`config.mk`:
```
export PLATFORM = sky130hd
export DESIGN_NAME = apb_slave_regfile_flat
export DESIGN_NICKNAME = d
export VERILOG_FILES = /design/src/rtl/apb_slave_regfile_if.sv /design/src/rtl/apb_slave_regfile.sv /design/src/flat_wrapper.sv
export SDC_FILE = /design/constraint.sdc
export NUM_CORES = 1
export LEC_CHECK = 0
export BUFFER_PORTS_ARGS = -buffer_cell sky130_fd_sc_hd__buf_2
export CORE_MARGIN = 3
export CORE_UTILIZATION = 43
export CTS_CLUSTER_DIAMETER = 100
export DETAILED_ROUTE_END_ITERATION = 10
export GPL_TIMING_DRIVEN = 0
export PLACE_DENSITY_LB_ADDON = 0.12
export SLEW_MARGIN = 20
export SYNTH_ARGS = -nofsm -noshare
export SYNTH_HDL_FRONTEND = slang
export SYNTH_SLANG_ARGS = --single-unit
```
`constraint.sdc`:
```
create_clock -name Pclk -period 6.2 [get_ports Pclk]
set_clock_uncertainty 0.05 [all_clocks]
set_input_delay 0.62 -clock Pclk [delete_from_list [all_inputs] [get_ports Pclk]]
set_output_delay 0.62 -clock Pclk [all_outputs]
set_load 0.005 [all_outputs]
```
`src/rtl/apb_slave_regfile_if.sv`:
```
// APB3 bus bundle for apb_slave_regfile.
// Pstrb exists only when APB_PSTRB_EN is defined.
interface apb_slave_regfile_if #(
  parameter int ADDR_WIDTH = 32,
  parameter int DATA_WIDTH = 32
);
  logic                    Psel;
  logic                    Penable;
  logic                    Pwrite;
  logic [ADDR_WIDTH-1:0]   Paddr;
  logic [DATA_WIDTH-1:0]   Pwdata;
`ifdef APB_PSTRB_EN
  logic [DATA_WIDTH/8-1:0] Pstrb;
`endif
  logic [DATA_WIDTH-1:0]   Prdata;
  logic                    Pready;
  logic                    Pslverr;

`ifdef APB_PSTRB_EN
  modport master (
    output Psel, Penable, Pwrite,
    output Paddr, Pwdata, Pstrb,
    input  Prdata, Pready, Pslverr
  );
  modport slave (
    input  Psel, Penable, Pwrite,
    input  Paddr, Pwdata, Pstrb,
    output Prdata, Pready, Pslverr
  );
`else
  modport master (
    output Psel, Penable, Pwrite,
    output Paddr, Pwdata,
    input  Prdata, Pready, Pslverr
  );
  modport slave (
    input  Psel, Penable, Pwrite,
    input  Paddr, Pwdata,
    output Prdata, Pready, Pslverr
  );
`endif
endinterface

```
`src/rtl/apb_slave_regfile.sv`:
```
// APB slave register file, programmable wait states, Pslverr.
// Define APB_PSTRB_EN for APB4 byte strobes.
module apb_slave_regfile #(
  parameter int ADDR_WIDTH  = 32,
  parameter int DATA_WIDTH  = 32,
  parameter int DEPTH       = 16,
  parameter int WAIT_STATES = 0,
  parameter logic [ADDR_WIDTH-1:0] BASE_ADDR = '0
) (
  input logic Pclk,
  input logic Presetn,
  apb_slave_regfile_if.slave bus
);

  localparam int NB = DATA_WIDTH / 8;
  localparam int LG = $clog2(NB);
  localparam int IW = $clog2(DEPTH);
  localparam logic [ADDR_WIDTH-1:0] AMASK =
    ADDR_WIDTH'(NB - 1);
  localparam logic [ADDR_WIDTH-1:0] ADEPTH =
    ADDR_WIDTH'(DEPTH);
  localparam logic [3:0] WS = 4'(WAIT_STATES);

  typedef enum logic [1:0] {
    IDLE,
    SETUP,
    ACCESS
  } state_t;

  state_t state;
  state_t state_nx;
  state_t phase;
  logic [3:0] count;
  logic [3:0] count_nx;

  logic [ADDR_WIDTH-1:0] addr_q;
  logic                  wr_q;
  logic [DATA_WIDTH-1:0] wdata_q;
  logic [NB-1:0]         lanes;

  logic [DATA_WIDTH-1:0] regs [DEPTH];

  logic [ADDR_WIDTH-1:0] offset;
  logic [ADDR_WIDTH-1:0] slot;
  logic [IW-1:0]         idx;
  logic                  range_err;
  logic                  align_err;
  logic                  strb_err;
  logic                  err;
  logic                  ready;
  logic                  write_en;

  // SETUP is the bus cycle with Psel & !Penable seen
  // outside ACCESS, so a transfer costs only 2 cycles.
  always_comb begin
    phase    = IDLE;
    state_nx = IDLE;
    count_nx = count;
    if (state == ACCESS) begin
      phase = ACCESS;
    end else if (bus.Psel && !bus.Penable) begin
      phase = SETUP;
    end
    unique case (phase)
      IDLE: state_nx = IDLE;
      SETUP: begin
        state_nx = ACCESS;
        count_nx = '0;
      end
      ACCESS: begin
        if (!bus.Psel || ready) begin
          state_nx = IDLE;
        end else begin
          state_nx = ACCESS;
          if (count < WS) count_nx = count + 4'd1;
        end
      end
      default: state_nx = IDLE;
    endcase
  end

  // State register and wait counter.
  always_ff @(posedge Pclk) begin
    if (!Presetn) begin
      state <= IDLE;
      count <= '0;
    end else begin
      state <= state_nx;
      count <= count_nx;
    end
  end

  // Capture the request at the end of SETUP.
  always_ff @(posedge Pclk) begin
    if (!Presetn) begin
      addr_q  <= '0;
      wr_q    <= 1'b0;
      wdata_q <= '0;
    end else if (phase == SETUP) begin
      addr_q  <= bus.Paddr;
      wr_q    <= bus.Pwrite;
      wdata_q <= bus.Pwdata;
    end
  end

`ifdef APB_PSTRB_EN
  logic [NB-1:0] strb_q;

  // Strobes are captured alongside the address.
  always_ff @(posedge Pclk) begin
    if (!Presetn) begin
      strb_q <= '0;
    end else if (phase == SETUP) begin
      strb_q <= bus.Pstrb;
    end
  end

  assign lanes    = strb_q;
  assign strb_err = !wr_q && (strb_q != '0);
`else
  assign lanes    = '1;
  assign strb_err = 1'b0;
`endif

  assign offset    = addr_q - BASE_ADDR;
  assign slot      = offset >> LG;
  assign idx       = slot[IW-1:0];
  assign range_err = (addr_q < BASE_ADDR) ||
                     (slot >= ADEPTH);
  assign align_err = (offset & AMASK) != '0;
  assign err       = range_err || align_err || strb_err;

  assign ready    = (state == ACCESS) && (count == WS);
  assign write_en = bus.Psel && bus.Penable && ready &&
                    wr_q && !err;

  // Register bank with per-lane write enables.
  always_ff @(posedge Pclk) begin
    if (!Presetn) begin
      for (int i = 0; i < DEPTH; i++) regs[i] <= '0;
    end else if (write_en) begin
      for (int b = 0; b < NB; b++) begin
        if (lanes[b]) begin
          regs[idx][8*b +: 8] <= wdata_q[8*b +: 8];
        end
      end
    end
  end

  assign bus.Pready  = ready;
  assign bus.Pslverr = ready && err;
  assign bus.Prdata  = (ready && !wr_q && !err) ?
                       regs[idx] : '0;

endmodule

```
`src/flat_wrapper.sv`:
```
// flat-port wrapper written by rule: the top's interface ports become plain ports
module apb_slave_regfile_flat 
#(
  parameter int ADDR_WIDTH  = 32,
  parameter int DATA_WIDTH  = 32,
  parameter int DEPTH       = 16,
  parameter int WAIT_STATES = 0,
  parameter logic [ADDR_WIDTH-1:0] BASE_ADDR = '0
)
  (Pclk, Presetn, bus_Psel, bus_Penable, bus_Pwrite, bus_Paddr, bus_Pwdata, bus_Prdata, bus_Pready, bus_Pslverr);
  apb_slave_regfile_if #(.ADDR_WIDTH(ADDR_WIDTH), .DATA_WIDTH(DATA_WIDTH)) bus_i ();
  input logic Pclk;
  input logic Presetn;
  input wire logic [$bits(bus_i.Psel)-1:0] bus_Psel;
  input wire logic [$bits(bus_i.Penable)-1:0] bus_Penable;
  input wire logic [$bits(bus_i.Pwrite)-1:0] bus_Pwrite;
  input wire logic [$bits(bus_i.Paddr)-1:0] bus_Paddr;
  input wire logic [$bits(bus_i.Pwdata)-1:0] bus_Pwdata;
  output wire logic [$bits(bus_i.Prdata)-1:0] bus_Prdata;
  output wire logic [$bits(bus_i.Pready)-1:0] bus_Pready;
  output wire logic [$bits(bus_i.Pslverr)-1:0] bus_Pslverr;
  assign bus_i.Psel = bus_Psel;
  assign bus_i.Penable = bus_Penable;
  assign bus_i.Pwrite = bus_Pwrite;
  assign bus_i.Paddr = bus_Paddr;
  assign bus_i.Pwdata = bus_Pwdata;
  assign bus_Prdata = bus_i.Prdata;
  assign bus_Pready = bus_i.Pready;
  assign bus_Pslverr = bus_i.Pslverr;
  apb_slave_regfile #(.ADDR_WIDTH(ADDR_WIDTH), .DATA_WIDTH(DATA_WIDTH), .DEPTH(DEPTH), .WAIT_STATES(WAIT_STATES), .BASE_ADDR(BASE_ADDR)) u_core (.Pclk(Pclk), .Presetn(Presetn), .bus(bus_i));
endmodule
```
; After elaboration in Yosys (flattened, before gate mapping)
; Memories as Yosys holds them, arrays and structs flattened. A register that Yosys moved wholly into a read port is not among the register bits.
; Cells that the tools add are included.
[totals]
regBits = 71
elab_cells = 53
ramBits = 512
in_bits = 69
mem_bits_ro = 0
mem_count = 1
latch_bits = 0
[classes]
reduce_logical = 21
n_bitwise = 0
order_cmp = 3
n_eq_ne = 5
n_shift = 0
div_mod_pow = 0
add_sub_neg = 1
multipliers = 0
mux = 17
[memory_table]
columns = memory, depth, width, rd, rd_ports_with_merged_regs, write_ports, line_no
row1 = u_core.regs, 16, 32, 1, 1, 16, apb_slave_regfile.sv:41  ; logic [DATA_WIDTH-1:0] regs [DEPTH];
[op_table]
columns = cell, count
row1 = 32-bit 2-to-1 mux, 2
row2 = 32-bit by 1-bit < comparator with 1-bit output (second input constant), 1
row3 = 32-bit nonzero test, 1
row4 = 32-bit OR reduction, 1
row5 = 30-bit by 5-bit >= comparator with 1-bit output (second input constant), 1
row6 = 4-bit 2-to-1 mux, 5
row7 = 1-bit logical AND, 9
row8 = 4-bit one-hot mux with 2 select lines, 1
row9 = 1-bit 2-to-1 mux, 6
row10 = 4-bit by 1-bit adder with 4-bit output (second input constant), 1
row11 = 2-bit == test (second input constant), 2
row12 = 1-bit logical NOT, 4
row13 = 4-bit logical NOT, 1
row14 = 4-bit by 1-bit < comparator with 1-bit output (second input constant), 1
row15 = 2-bit 2-to-1 mux, 2
row16 = 2-bit one-hot mux with 2 select lines, 1
row17 = 1-bit logical OR, 3
row18 = 3-bit AND reduction, 1
row19 = 2-bit by 1-bit == test with 1-bit output (second input constant), 1
row20 = 2-bit by 1-bit != test with 1-bit output (second input constant), 1
row21 = 2-bit != test (second input constant), 1
row22 = 2-bit nonzero test, 1

; Depth between registers and ports, before layout
; Gate-level depths: netlist (run 1).
[logic_depth]
word_depth = 10
mapped_depth = 7
ltp_nobuf = 4

; Worst setup path after synthesis (run 1)
; No wires, ideal clock.
[synth_timing]
kind = input to register
from = input port Presetn
to = memory u_core.regs[6][0], enable pin
n_path_buf = 1
t_arrival_ps = 2519
path_stages = 4
setup_slack_ps = 3237
required_ps = 5756
setup_time_ps = 394
cell_sequence = nand4_1 -> buf_2 -> nor4_1 -> nand2b_1
[synth_lines]
columns = element, line_no
row1 = from (decl), flat_wrapper.sv:13  ; input logic Presetn;
row2 = to (decl), apb_slave_regfile.sv:41

==> flow_metrics.tcl, run 1 <==
set metrics [dict create \
    leakagePower_nw 10.5 \
    synth_seq_area_share_pct 65.4 \
    ys_types 29 \
    totalWireLength_microns 72100 \
    drc 0 \
    hold_viol 0 \
    clk_pin_slew_ns 0.06 \
    die_h_microns 250 \
    final_net_count 1987 \
    numCtsBuffers 61 \
    syn_to_final_growth_pct 14.4 \
    rows 88 \
    synthTopCellsByArea "edfxtp_1 (60%), and2_1 (13%), mux4_2 (11%)" \
    ioPinCount 103 \
    synth-seq-cells 582 \
    clk_path_buf_depth 3 \
    final_max_slew_viol_count 0 \
    ant_nets 0 \
    antenna_found_initial 1 \
    wire_per_inst_microns 26.3 \
    tritoncts "yes" \
    synth_flop_cell "edfxtp_1" \
    yosysTopAreaCell "edfxtp_1" \
    period_minus_slack_ns 4.48 \
    via_count 15208 \
    grt_usage_pct 23.2 \
    ir_worst_vdd_v 0.000214 \
    cts_setup_buffers 0 \
    dr.pass1.iters 5 \
    stdcell_count 2737 \
    ctsResizeCount 0 \
    gp_congestion 0.795 \
    p_total_mw 8.56 \
    grt_overflow 0 \
    clkSinkCount 582 \
    max_freq_ghz 0.223 \
    fp.dieW_microns 250 \
    fillers 5045 \
    grt_max_degree 33 \
    relSlewSlack_pct 28.8 \
    syn_avg_cell_area_sq_um 14.7 \
    start_kind "flip-flop" \
    cp.arrival_ns 3.81 \
    netlist_top_cells_count "and2_1 (514), edfxtp_1 (512), nand2_1 (131)" \
    synth_top_area_share_pct 59.9 \
    crit_path_max_fanout 10 \
    port_buffers 102 \
    insertion_delay_ns 0.62 \
    crit_type "flip-flop to output pin" \
    dpl_cell_area_sq_um 27400 \
    fin_util_pct 50.3 \
    hpwl_microns 46800 \
    ys.warnings.count 0 \
    power_density_nw_per_um2 291 \
    syn-num-nets 1815 \
    holdWs_ns 0.189 \
    dr.first_iter.drc_count 1315 \
    post-route-period-util_pct 72.2 \
    hold_start "bus_Pwdata[3]" \
    cts_root_buf "clkbuf_16" \
    setup_viol 0 \
    stdcell_area_sq_um 29400 \
    crit_required_ns 5.53 \
    cts_hold_buf 0 \
    die_area_sq_um 62700 \
    async_flop_share_pct 0 \
    grt_first_pass_wirelength_microns 106000 \
    drive_gt1_share_pct 20.3 \
    syn_inst 1746 \
    grt_pass1_vias 15988 \
    cts_max_level 2 \
    max_cap_viol_count 0 \
    setup_tns_ns 0 \
    cp-end-kind "output pin" \
    synth_most_common_cell "and2_1" \
    synth-edff-count 512 \
    dp.cells 2620 \
    outcome "complete, no violations" \
    core_area_sq_um 58400 \
    syn-cell-area_sq_um 25700 \
    initial_core_util_pct 44.0 \
    dp_slack_ns 2.32 \
    fin_ws_ns 1.72 \
    tightestPinTransition_ns 1.07 \
    rsz0062_at_grt "no" \
    viasPerCell 5.56 \
    r2r-start "u_core.addr_q[11]$_SDFFE_PN0P_" \
    min_path_type "input pin to flip-flop" \
]
==> critical path, cell delays in order (launching register included) <==
cell and delay, ns:
dfxtp_1 0.39, clkbuf_1 0.35, buf_1 0.65, nand2b_1 0.39
clkbuf_1 0.71, o22ai_1 0.20, nor3_1 0.32, buf_2 0.17
==> report_power, final <==
group	switching [mW]	leakage [nW]	total [mW]	internal, mW
logic	0.326	3.64	0.508	0.182
registers	0.0572	5.87	4.44	4.38
clock network	1.51	0.952	3.61	2.10
total	1.90	10.5	8.56	6.66
==> layer usage <==
| metal | up-vias | share of wire (%) | GRT usage [%] |
|---|---|---|---|
| met4 | 0 | 2.9 | 7.33 |
| met3 | 107 | 6.0 | 4.03 |
| met5 | - | 0 | 0 |
| met2 | 505 | 49 | 38.7 |
| li1 | 6743 | - | - |
| met1 | 7853 | 42 | 31.1 |
==> worst paths after layout <==
| check | end | depth (start not counted) | slack (ns) |
|---|---|---|---|
| setup / recovery | bus_Prdata[19] | 7 | 1.72 |
| hold / removal | u_core.wdata_q[3]$_SDFFE_PN0P_ | 3 | 0.19 |
| setup reg to reg | u_core.regs[1][14]$_SDFFCE_PN0P_ | 6 | 2.66 |
| hold reg to reg | u_core.addr_q[26]$_SDFFE_PN0P_ | 2 | 0.42 |
==> flip-flops by register name, summed over array words and instances, names as in the netlist, named ones only <==
register / cells
u_core.state: 1
u_core.wr_q: 1
u_core.addr_q: 32
u_core.regs: 512
u_core.wdata_q: 32
==> final cells by class <==
| class | count | area [sq um] | area share (%) |
|---|---|---|---|
| plain buffers | 155 | 666 | 2.27 |
| clock inverters | 13 | 141 | 0.482 |
| inverters | 2 | 7.51 | 0.0256 |
| repair buffers | 109 | 638 | 2.17 |
| multi-input cells | 1007 | 8360 | 28.5 |
| diodes | 1 | 2.50 | 0.00852 |
| flip-flops and latches | 582 | 16800 | 57.1 |
| well taps | 765 | 957 | 3.26 |
| clock buffers | 103 | 1810 | 6.16 |
==> layout by cell type, fill, tap and decap left out, types with 3 or more instances in the layout <==
| cell | count |
|---|---|
| and2_1 | 514 |
| edfxtp_1 | 512 |
| clkbuf_1 | 131 |
| nand2_1 | 131 |
| mux4_2 | 128 |
| buf_2 | 114 |
| dfxtp_1 | 70 |
| a21boi_0 | 65 |
| clkbuf_16 | 63 |
| o22ai_1 | 62 |
| nor3_1 | 31 |
| clkbuf_2 | 30 |
| nand3_1 | 13 |
| nand2b_4 | 11 |
| buf_1 | 10 |
| nor4_4 | 9 |
| clkbuf_8 | 8 |
| nor4_1 | 7 |
| nor4_2 | 7 |
| clkinv_2 | 7 |
| nor2b_1 | 5 |
| nand4_1 | 5 |
| nand2b_2 | 5 |
| buf_6 | 4 |
| nor2_1 | 4 |
| bufinv_16 | 3 |
| buf_12 | 3 |
==> cells by family (layout without fill, tap and decap cells) <==
group	count (synthesis)	after routing	share of synthesized area, %
buffers and inverters	157	382	2.61
flip-flops	582	582	65.4
other	0	1	0
AO/OA/AOI/OAI	129	129	3.47
multiplexers	129	129	11.3
AND/OR/NAND/NOR	749	749	17.3
Note: power is estimated with default switching activity, not from simulation.
==> run 2, diff against run 1 <==
==> constraint.sdc (replaced) <==
create_clock -name Pclk -period 4.3 [get_ports Pclk]
set_clock_uncertainty 0.05 [all_clocks]
set_input_delay 0.43 -clock Pclk [delete_from_list [all_inputs] [get_ports Pclk]]
set_output_delay 0.43 -clock Pclk [all_outputs]
set_load 0.005 [all_outputs]
==> run 2 against run 1 <==
Combinational power grew 50%; clock power rose by 44%; first-iteration DRC count grew 0.84%; setup slack lost 1.6 ns; global-route usage up 0.15 points; via count increased by 1.5%; critical endpoint is now bus_Prdata[29]; largest cell class unchanged.
==> flow_metrics.tcl, run 2 (synthesis gave the netlist of run 1 again) <==
set metrics [dict create \
    core_area_sq_um 58400 \
    drc 0 \
    hold_viol 0 \
    p_int_mw 9.63 \
    drive_gt1_share_pct 19.9 \
    relSlewSlack_pct 27.9 \
    rsz0062_at_grt "no" \
    reg_top3 "u_core.regs: 512 flops, u_core.addr_q: 32 flops, u_core.wdata_q: 32 flops" \
    viasPerCell 5.55 \
    syn_to_final_growth_pct 16.2 \
    swShare_pct 22.2 \
    crit_slowest_cell "clkbuf_1" \
    p_total_mw 12.4 \
    grt_usage_pct 23.3 \
    ioPinCount 103 \
    dr_wl_met3_microns 4600 \
    grt_max_degree 33 \
    crit_path_max_fanout 10 \
    stdcell_count 2784 \
    via_count 15440 \
    crit_required_ns 3.82 \
    regArea_sq_um 16800 \
    crit_type "flip-flop to output pin" \
    final_net_count 2032 \
    wl_met2_microns 35700 \
    multiInputGateArea_sq_um 8360 \
    grt_overflow 0 \
    clk_pin_slew_ns 0.06 \
    antenna_found_initial 1 \
    routed.top_layer "met4" \
    final_cell_mix "and2_1 (514), edfxtp_1 (512), nand2_1 (131)" \
    power_frac_clock_pct 42.1 \
    clk_path_buf_depth 3 \
    max_cap_viol_count 0 \
    start_kind "flip-flop" \
    numCtsBuffers 61 \
    insertion_delay_ns 0.62 \
    ir_worst_vdd_v 0.000310 \
    dr.pass1.iters 5 \
    clkSinkCount 582 \
    post-route-period-util_pct 98.1 \
    die_h_microns 250 \
    seqPwrFrac_pct 51.7 \
    stdcell_area_sq_um 29800 \
    largest_reg_flops 512 \
    rows 88 \
    cts_root_buf "clkbuf_16" \
    final_max_slew_viol_count 0 \
    timing.critical_path.cells "clkbuf_1 > buf_2 > clkbuf_1 > mux4_2 > o22ai_1 > nor3_1 > buf_2" \
    totalWireLength_microns 72600 \
    hpwl_microns 46800 \
    fp.dieW_microns 250 \
    period_minus_slack_ns 4.22 \
    layout_commonest_cell "and2_1" \
    p_comb_share_pct 6.2 \
    cp.arrival_ns 3.74 \
    min_path_type "input pin to flip-flop" \
    power_density_nw_per_um2 415 \
    leakagePower_nw 10.7 \
    dpl_cell_area_sq_um 27400 \
    fillers 4998 \
    wire_per_inst_microns 26.1 \
    largest-register "u_core.regs" \
    holdWs_ns 0.0224 \
    slowest_delay_ns 0.73 \
    outcome "complete, no violations" \
    max_freq_ghz 0.237 \
    cts_max_level 2 \
    initial_core_util_pct 44.0 \
    dp.cells 2620 \
    port_buffers 102 \
    fin_ws_ns 0.0838 \
    dp_slack_ns 0.612 \
    grt_pass1_vias 16184 \
    wl_met1_microns 30200 \
    gp_congestion 0.795 \
    die_area_sq_um 62700 \
    tritoncts "yes" \
    dr.first_iter.drc_count 1326 \
    cp-end-kind "output pin" \
    grt_first_pass_wirelength_microns 107000 \
    p_switching_mw 2.74 \
    tightestPinTransition_ns 1.08 \
    ant_nets 0 \
    setup_viol 0 \
]
run 2: changes by cell type in the layout (fill, tap and decap cells not counted):
cell,delta
dlygate4sd3_1,+45
clkbuf_1,-2
buf_1,-1
clkdlybuf4s15_1,+1
diode_2,+2
clkbuf_2,+2
run 2: worst paths after layout:
path | to | depth (start not counted) | start | slack [ns]
max | bus_Prdata[29] | 7 | flip-flop | 0.08
min reg2reg | u_core.addr_q[26]$_SDFFE_PN0P_ | 2 | u_core.addr_q[26]$_SDFFE_PN0P_ | 0.42
max reg2reg | u_core.regs[1][14]$_SDFFCE_PN0P_ | 6 | u_core.addr_q[11]$_SDFFE_PN0P_ | 0.76
min | u_core.wr_q$_SDFFE_PN0P_ | 3 | bus_Pwrite | 0.02
run 2: power by group through the flow:
| stage | Combinational [mW] | Clock (mW) | Sequential [mW] |
|---|---|---|---|
| after detailed placement | 0.743 | 0 | 6.52 |
| final | 0.764 | 5.21 | 6.40 |
| after CTS | 0.777 | 5.28 | 6.40 |
| after global routing | 0.824 | 5.51 | 6.42 |
| after floorplan | 0.452 | 0 | 6.48 |
| after global placement | 0.712 | 0 | 6.52 |
run 2: cell type report:
| cell class | count | area share, % |
|---|---|---|
| diodes | 3 | 0.0252 |
| plain buffers | 155 | 2.26 |
| clock buffers | 103 | 6.06 |
| clock inverters | 13 | 0.474 |
| inverters | 2 | 0.0252 |
| multi-input cells | 1007 | 28.0 |
| flip-flops and latches | 582 | 56.3 |
| well taps | 765 | 3.21 |
| repair buffers | 154 | 3.65 |
run 2: through the flow:
stage	util (%)	TNS, ns
after global routing	51.1	0
after floorplan	-	0
after detailed placement	47.0	0
after CTS	51.1	0
final	51.1	0
after global placement	46.5	-82.46
run 2: worst max-delay path, delay by kind of cell (launching register included):
kind	cells	cell delay [ns]
and+or+nand+nor	1	0.47
muxes	1	0.35
buffers and inverters	4	1.80
DFF	1	0.40
AOI/OAI and AO/OA	1	0.08
run 2: metal layers:
layer / vias to the layer above / GRT usage [%]
met3: 113 / 4.05
met2: 558 / 39.0
met5: - / 0
met1: 7936 / 31.2
met4: 0 / 7.60
li1: 6833 / -
run 2: timing repair:
action,4_1_cts,5_1_grt
hold buffers,45,0
buffers inserted,0,0
endpoints found under the hold margin,45,0
setup endpoints to repair,0,15
resized for setup,0,6
